File: src/rtl/riscv_branch_pkg.sv
// Shared types and constants for the branch resolution pipeline.
//   - funct3 encodings for conditional branches
//   - control-flow class of a decoded instruction
//   - stage-slot payload carried S1 -> S2 -> S3
//   - small PC helper
package riscv_branch_pkg;

  // Width of the PC/immediate fields held in a stage slot.
  localparam int unsigned SLOT_XLEN = 32;

  localparam logic [2:0] F3_BEQ  = 3'b000;
  localparam logic [2:0] F3_BNE  = 3'b001;
  localparam logic [2:0] F3_BLT  = 3'b100;
  localparam logic [2:0] F3_BGE  = 3'b101;
  localparam logic [2:0] F3_BLTU = 3'b110;
  localparam logic [2:0] F3_BGEU = 3'b111;

  typedef enum logic [1:0] {
    CLS_NONE = 2'd0,
    CLS_BR   = 2'd1,
    CLS_JAL  = 2'd2,
    CLS_JALR = 2'd3
  } br_class_e;

  // One pipeline slot; class/funct3/imm are only populated from S3 on.
  typedef struct packed {
    logic                 valid;
    logic [SLOT_XLEN-1:0] pc;
    logic                 pred_taken;
    logic [SLOT_XLEN-1:0] pred_target;
    br_class_e            cls;
    logic [2:0]           funct3;
    logic [SLOT_XLEN-1:0] imm;
  } stage_slot_t;

  // Sequential fall-through address.
  function automatic logic [SLOT_XLEN-1:0] pc_plus4(input logic [SLOT_XLEN-1:0] pc);
    pc_plus4 = pc + SLOT_XLEN'(4);
  endfunction

endpackage

File: src/rtl/branch_cmp.sv
// Conditional-branch comparator.
// Ports:
//   funct3  in  3     branch condition
//   rs1     in  XLEN  first operand
//   rs2     in  XLEN  second operand
//   taken   out 1     condition holds (reserved encodings read not-taken)
module branch_cmp
  import riscv_branch_pkg::*;
#(
  parameter int unsigned XLEN = 32
) (
  input  logic [2:0]      funct3,
  input  logic [XLEN-1:0] rs1,
  input  logic [XLEN-1:0] rs2,
  output logic            taken
);

  logic eq;
  logic lt_s;
  logic lt_u;

  // Shared compare results.
  always_comb begin
    eq   = (rs1 == rs2);
    lt_s = ($signed(rs1) < $signed(rs2));
    lt_u = (rs1 < rs2);
  end

  // Condition select.
  always_comb begin
    taken = 1'b0;
    case (funct3)
      F3_BEQ:  taken = eq;
      F3_BNE:  taken = !eq;
      F3_BLT:  taken = lt_s;
      F3_BGE:  taken = !lt_s;
      F3_BLTU: taken = lt_u;
      F3_BGEU: taken = !lt_u;
      default: taken = 1'b0;
    endcase
  end

endmodule

File: src/rtl/branch_resolver.sv
// Branch resolution pipeline paired with the BTB.
// Carries each fetched PC and its BTB prediction through decode, resolves
// the real outcome at stage 3 and drives the BTB update interface.
// Ports:
//   clk, rst_n          clock, synchronous active-low reset
//   memory_stall        freeze all stage registers and counters
//   flush               stage-3 mispredict from BTB; squash S2/S3
//   pc_1, pred_*_1      fetch PC and BTB prediction
//   is_*_2, funct3_2,   decoder class and fields for the S2 entry
//   imm_2
//   rs1_3, rs2_3        forwarded operands for the S3 entry
//   *_3                 stage-3 resolution outputs (combinational)
//   branch_cnt,         branch and mispredict statistics (wrapping)
//   mispredict_cnt
module branch_resolver
  import riscv_branch_pkg::*;
#(
  parameter int unsigned XLEN  = 32,
  parameter int unsigned CNT_W = 32
) (
  input  logic             clk,
  input  logic             rst_n,
  input  logic             memory_stall,
  input  logic             flush,
  input  logic [XLEN-1:0]  pc_1,
  input  logic             pred_taken_1,
  input  logic [XLEN-1:0]  pred_target_1,
  input  logic             is_branch_2,
  input  logic             is_jal_2,
  input  logic             is_jalr_2,
  input  logic [2:0]       funct3_2,
  input  logic [XLEN-1:0]  imm_2,
  input  logic [XLEN-1:0]  rs1_3,
  input  logic [XLEN-1:0]  rs2_3,
  output logic [XLEN-1:0]  instructionPC_3,
  output logic             is_branchInst_3,
  output logic             taken_3,
  output logic             prev_taken_3,
  output logic [XLEN-1:0]  target_3,
  output logic [XLEN-1:0]  link_pc_3,
  output logic             mispredict_3,
  output logic [CNT_W-1:0] branch_cnt,
  output logic [CNT_W-1:0] mispredict_cnt
);

  // Slot PC/imm fields are SLOT_XLEN wide; XLEN is expected to match it.

  stage_slot_t s1_q, s2_q, s3_q;
  stage_slot_t s1_d, s2_d, s3_d;

  logic            advance;
  logic            cmp_taken;
  logic [XLEN-1:0] pc_rel_target;
  logic [XLEN-1:0] jalr_sum;
  logic [XLEN-1:0] jalr_target;
  logic [XLEN-1:0] res_target;
  logic            s3_is_cf;

  assign advance = !memory_stall;

  // Next contents of each slot. A flush squashes the two entries younger
  // than the mispredicted branch; the redirected fetch enters S1 as normal.
  always_comb begin
    s1_d             = '0;
    s1_d.valid       = 1'b1;
    s1_d.pc          = pc_1;
    s1_d.pred_taken  = pred_taken_1;
    s1_d.pred_target = pred_target_1;

    s2_d       = s1_q;
    s2_d.valid = s1_q.valid & !flush;

    s3_d        = s2_q;
    s3_d.valid  = s2_q.valid & !flush;
    s3_d.funct3 = funct3_2;
    s3_d.imm    = imm_2;
    if (is_jalr_2) begin
      s3_d.cls = CLS_JALR;
    end else if (is_jal_2) begin
      s3_d.cls = CLS_JAL;
    end else if (is_branch_2) begin
      s3_d.cls = CLS_BR;
    end else begin
      s3_d.cls = CLS_NONE;
    end
  end

  // Stage registers; reset wins over stall and flush.
  always_ff @(posedge clk) begin
    if (!rst_n) begin
      s1_q <= '0;
      s2_q <= '0;
      s3_q <= '0;
    end else if (advance) begin
      s1_q <= s1_d;
      s2_q <= s2_d;
      s3_q <= s3_d;
    end
  end

  branch_cmp #(
    .XLEN (XLEN)
  ) u_cmp (
    .funct3 (s3_q.funct3),
    .rs1    (rs1_3),
    .rs2    (rs2_3),
    .taken  (cmp_taken)
  );

  // Candidate targets for the S3 entry.
  always_comb begin
    pc_rel_target = s3_q.pc + s3_q.imm;
    jalr_sum      = rs1_3 + s3_q.imm;
    jalr_target   = {jalr_sum[XLEN-1:1], 1'b0};
    res_target    = (s3_q.cls == CLS_JALR) ? jalr_target : pc_rel_target;
  end

  // Stage-3 resolution.
  always_comb begin
    s3_is_cf        = s3_q.valid & (s3_q.cls != CLS_NONE);
    instructionPC_3 = s3_q.pc;
    link_pc_3       = pc_plus4(s3_q.pc);
    prev_taken_3    = s3_q.pred_taken;
    is_branchInst_3 = s3_is_cf;
    taken_3         = 1'b0;
    if (s3_is_cf) begin
      case (s3_q.cls)
        CLS_BR:   taken_3 = cmp_taken;
        CLS_JAL:  taken_3 = 1'b1;
        CLS_JALR: taken_3 = 1'b1;
        default:  taken_3 = 1'b0;
      endcase
    end
    target_3     = taken_3 ? res_target : link_pc_3;
    // A taken prediction must also have named the right target.
    mispredict_3 = s3_is_cf &
                   ((taken_3 != s3_q.pred_taken) |
                    (s3_q.pred_taken & (s3_q.pred_target != res_target)));
  end

  // Statistics, frozen during stalls.
  always_ff @(posedge clk) begin
    if (!rst_n) begin
      branch_cnt     <= '0;
      mispredict_cnt <= '0;
    end else if (advance && is_branchInst_3) begin
      branch_cnt <= branch_cnt + CNT_W'(1);
      if (mispredict_3) begin
        mispredict_cnt <= mispredict_cnt + CNT_W'(1);
      end
    end
  end

endmodule

File: config.mk
export PLATFORM = sky130hd
export DESIGN_NAME = branch_resolver
export DESIGN_NICKNAME = d
export VERILOG_FILES = /design/src/rtl/riscv_branch_pkg.sv /design/src/rtl/branch_cmp.sv /design/src/rtl/branch_resolver.sv
export SDC_FILE = /design/constraint.sdc
export NUM_CORES = 1
export LEC_CHECK = 0
export ABC_AREA = 0
export CELL_PAD_IN_SITES_DETAIL_PLACEMENT = 1
export CELL_PAD_IN_SITES_GLOBAL_PLACEMENT = 1
export CORE_MARGIN = 1.5
export CORE_UTILIZATION = 40
export DETAILED_ROUTE_END_ITERATION = 6
export GPL_ROUTABILITY_DRIVEN = 0
export GPL_TIMING_DRIVEN = 0
export PLACE_DENSITY_LB_ADDON = 0.1
export REMOVE_ABC_BUFFERS = 1
export SYNTH_ARGS = -nofsm -noshare
export SYNTH_HDL_FRONTEND = slang
export SYNTH_SLANG_ARGS = --single-unit
File: constraint.sdc
create_clock -name clk -period 6.83 [get_ports clk]
set_input_delay 1.366 -clock clk [delete_from_list [all_inputs] [get_ports clk]]
set_output_delay 1.366 -clock clk [all_outputs]
set_load 0.02 [all_outputs]
==> flow_summary.json <==
{
  "outcome": "finished, violations left",
  "violations": "negative setup slack",
  "dpl-instance-area_mm2": 0.0217,
  "syn_inst": 2160,
  "die_height_um": 216,
  "dp_worst_setup_slack_ns": -1.24,
  "drive_gt1_share_pct": 5.80,
  "p_leak_nw": 9.60,
  "holdPathEnd": "s1_q[102]$_SDFFE_PN0N_",
  "synth_edf_count": 0,
  "clk_pin_slew_ns": 0.05,
  "core_mm2": 0.0445,
  "rrSetupSlack_ns": 2.00,
  "whs_ns": 0.481,
  "syn_area_mm2": 0.0181,
  "synth_warnings": 0,
  "fin_area_mm2": 0.0232,
  "htree_levels": 2,
  "num_vias": 16900,
  "powerDensity_mw_per_mm2": 194,
  "syn_area_per_cell_um2": 8.40,
  "async_flop_share_pct": 0,
  "rr_worst_depth": 16,
  "cts_hold_buffers": 0,
  "viasPerCell": 5.60,
  "reg2reg_from": "instructionPC_3[0]$_SDFFE_PN0N_",
  "worst_pin_slew_ns": 0.974,
  "drt_iter0_markers": 788,
  "setup_ws_ns": -0.0593,
  "drc": 0,
  "utilization_pct": 52.1,
  "routedWlPerCell_um": 20.4,
  "ir_worst_vdd_uv": 164,
  "grt.overflow.total": 0,
  "relSlewSlack_pct": 35.1,
  "rsz0062_at_grt": "yes",
  "synth_most_common_cell": "nor2_1",
  "maxCapViolations": 0,
  "max_freq_ghz": 0.145,
  "setup_viol": 1,
  "hp-start": "s1_q[102]$_SDFFE_PN0N_",
  "cp-end-kind": "primary output",
  "dieArea_mm2": 0.0466,
  "clock_latency_ns": 0.56,
  "finalHoldViolCount": 0,
  "clock_sinks": 299,
  "place.detailed.hpwl_mm": 46.5,
  "p_total_mw": 4.49,
  "fillers": 5176,
  "io_pins": 335,
  "hold_depth": 2,
  "layout.nets": 2674,
  "cp.arrival_ns": 5.52,
  "stdcell_count": 3023,
  "cts_root_buf": "clkbuf_16",
  "initial_utilization_pct": 40.8,
  "required_ns": 5.46,
  "tns_ns": -0.0593,
  "synth.top_cells.by_count": "nor2_1 (347), dfxtp_1 (299), mux2i_1 (254)",
  "ys_ff_latch": 299,
  "io_buffers": 334,
  "dieWidth_um": 216,
  "ys_types": 80,
  "grt_antenna_before_repair": 4,
  "finalClockSkew_ns": 0.0177,
  "ys_seq_area_share_pct": 33.0,
  "syn_to_final_growth_pct": 27.8,
  "path_max_fanout": 7,
  "ys_top_cells_by_area": "dfxtp_1 (33%), mux2i_1 (14%), nor2_1 (7.2%)",
  "place_inst": 2947,
  "max-clock-path-buffers": 3,
  "grt_usage_pct": 25.8,
  "cp-start-kind": "input port",
  "grt_pass1_vias": 17400,
  "worstHoldPathType": "reg -> reg",
  "yosysTopAreaCell": "dfxtp_1",
  "synth-main-ff-cell": "dfxtp_1",
  "postRouteAntennaNets": 0,
  "num_rows": 77,
  "dr.pass1.iters": 5,
  "r2r_end": "mispredict_cnt[27]$_SDFFE_PN0P_",
  "cts_buffers": 36,
  "post-route-min-period_ns": 6.89,
  "yosysTopAreaCellShare_pct": 33.0,
  "critPathKind": "in -> out",
  "drt_wl_total_mm": 61.8,
  "cts_tree": "yes",
  "grt_max_degree": 123,
  "finalCritPeriodShare_pct": 101,
  "final-max-slew-violation-count": 0,
  "grt_pass1_wl_mm": 95.8
}
## where the power goes
part | internal [mW] | total, mW | switching, mW
clock network | 1.13 | 1.91 | 0.776
logic | 0.335 | 0.733 | 0.397
registers | 1.80 | 1.85 | 0.0528
## cell families (layout without fill, tap and decap cells)
logic type / Yosys count / count (layout) / share of synthesized area [%]
and+or+nand+nor: 778 / 778 / 20.0
AOI/OAI and AO/OA: 389 / 389 / 13.8
DFF: 299 / 299 / 33.0
muxes: 263 / 263 / 14.6
buffers and inverters: 206 / 475 / 5.36
xor gates and xnor gates: 127 / 127 / 6.44
adders and majority gates: 98 / 98 / 6.84
other: 0 / 2 / 0
## critical path: stages
cell	delay (ns)
dlygate4sd2_1	0.28
and2_1	0.18
fa_1	0.40
a21o_1	0.19
a221o_2	0.42
a211o_4	0.40
a21o_4	0.25
or3_4	0.34
a31oi_1	0.16
o21ai_1	0.13
a2111o_1	0.48
and4b_1	0.28
and4_4	0.29
buf_12	0.13
nor2_1	0.03
buf_2	0.17
## layout make-up
cell class / instances / area [um2] / share of cell area [%]
Clock buffer: 50 / 1020 / 4.42
Antenna cell: 2 / 5.00 / 0.0216
Tap cell: 592 / 741 / 3.20
Timing Repair Buffer: 354 / 3640 / 15.7
Multi-Input combinational cell: 1655 / 11400 / 49.2
Clock inverter: 12 / 149 / 0.642
Inverter: 59 / 229 / 0.988
Sequential cell: 299 / 5990 / 25.8
## metal layers
layer	up-vias	track usage [%]	wire length [um]	part of all wire, %
met5	-	0	12	0.019
met4	2	7.94	1640	2.7
met3	94	4.99	3500	5.7
met2	397	44.2	29400	48
met1	8269	32.6	27300	44
li1	8154	-	-	-
## timing repair
item / in CTS / in global routing
endpoints found under the setup margin: 18 / 3
cloned: 1 / 0
pin swaps: 8 / 5
hold endpoints to repair: 0 / 0
gates resized for setup: 36 / 16
buffers inserted: 5 / 6
## worst max path at each step
stage / from / to / slack (ns)
6_report: rs1_3[0] / mispredict_3 / -0.06
5_1_grt: rs1_3[20] / mispredict_3 / -0.15
4_1_cts: rs1_3[0] / mispredict_3 / -0.04
3_5_place_dp: rs1_3[0] / mispredict_3 / -1.24
3_3_place_gp: memory_stall / mispredict_cnt[25]$_SDFFE_PN0P_ / -9.59
2_1_floorplan: rs2_3[14] / mispredict_3 / -0.78
## sequential cells by signal, indices dropped and copies added (netlist names)
signal           cells
branch_cnt          32
instructionPC_3     32
mispredict_cnt      32
prev_taken_3         1
s1_q                66
s2_q                66
s3_q                70
## placed cells by master (no fill, tap or decap), types with 10 or more instances in the layout
master and n:
ha_1 87, a21o_1 19, clkbuf_16 37, dfxtp_1 299, o21ai_0 58, xor2_1 60, nor2_1 346, and3_1 33
or3_1 11, nor3_1 24, buf_4 11, nand3_1 54, nand2b_1 28, inv_1 57, mux2i_1 253, and2_1 13
o311ai_1 12, o21a_1 17, and4_1 11, clkdlybuf4s50_1 326, o211ai_1 18, o41ai_1 12, a31oi_1 16, a21oi_1 131
nor4_1 10, a211oi_1 18, xnor2_1 61, o31ai_1 11, or4_1 14, nand2_1 152, nand4_1 47
Power figures use the tool's default switching activity.
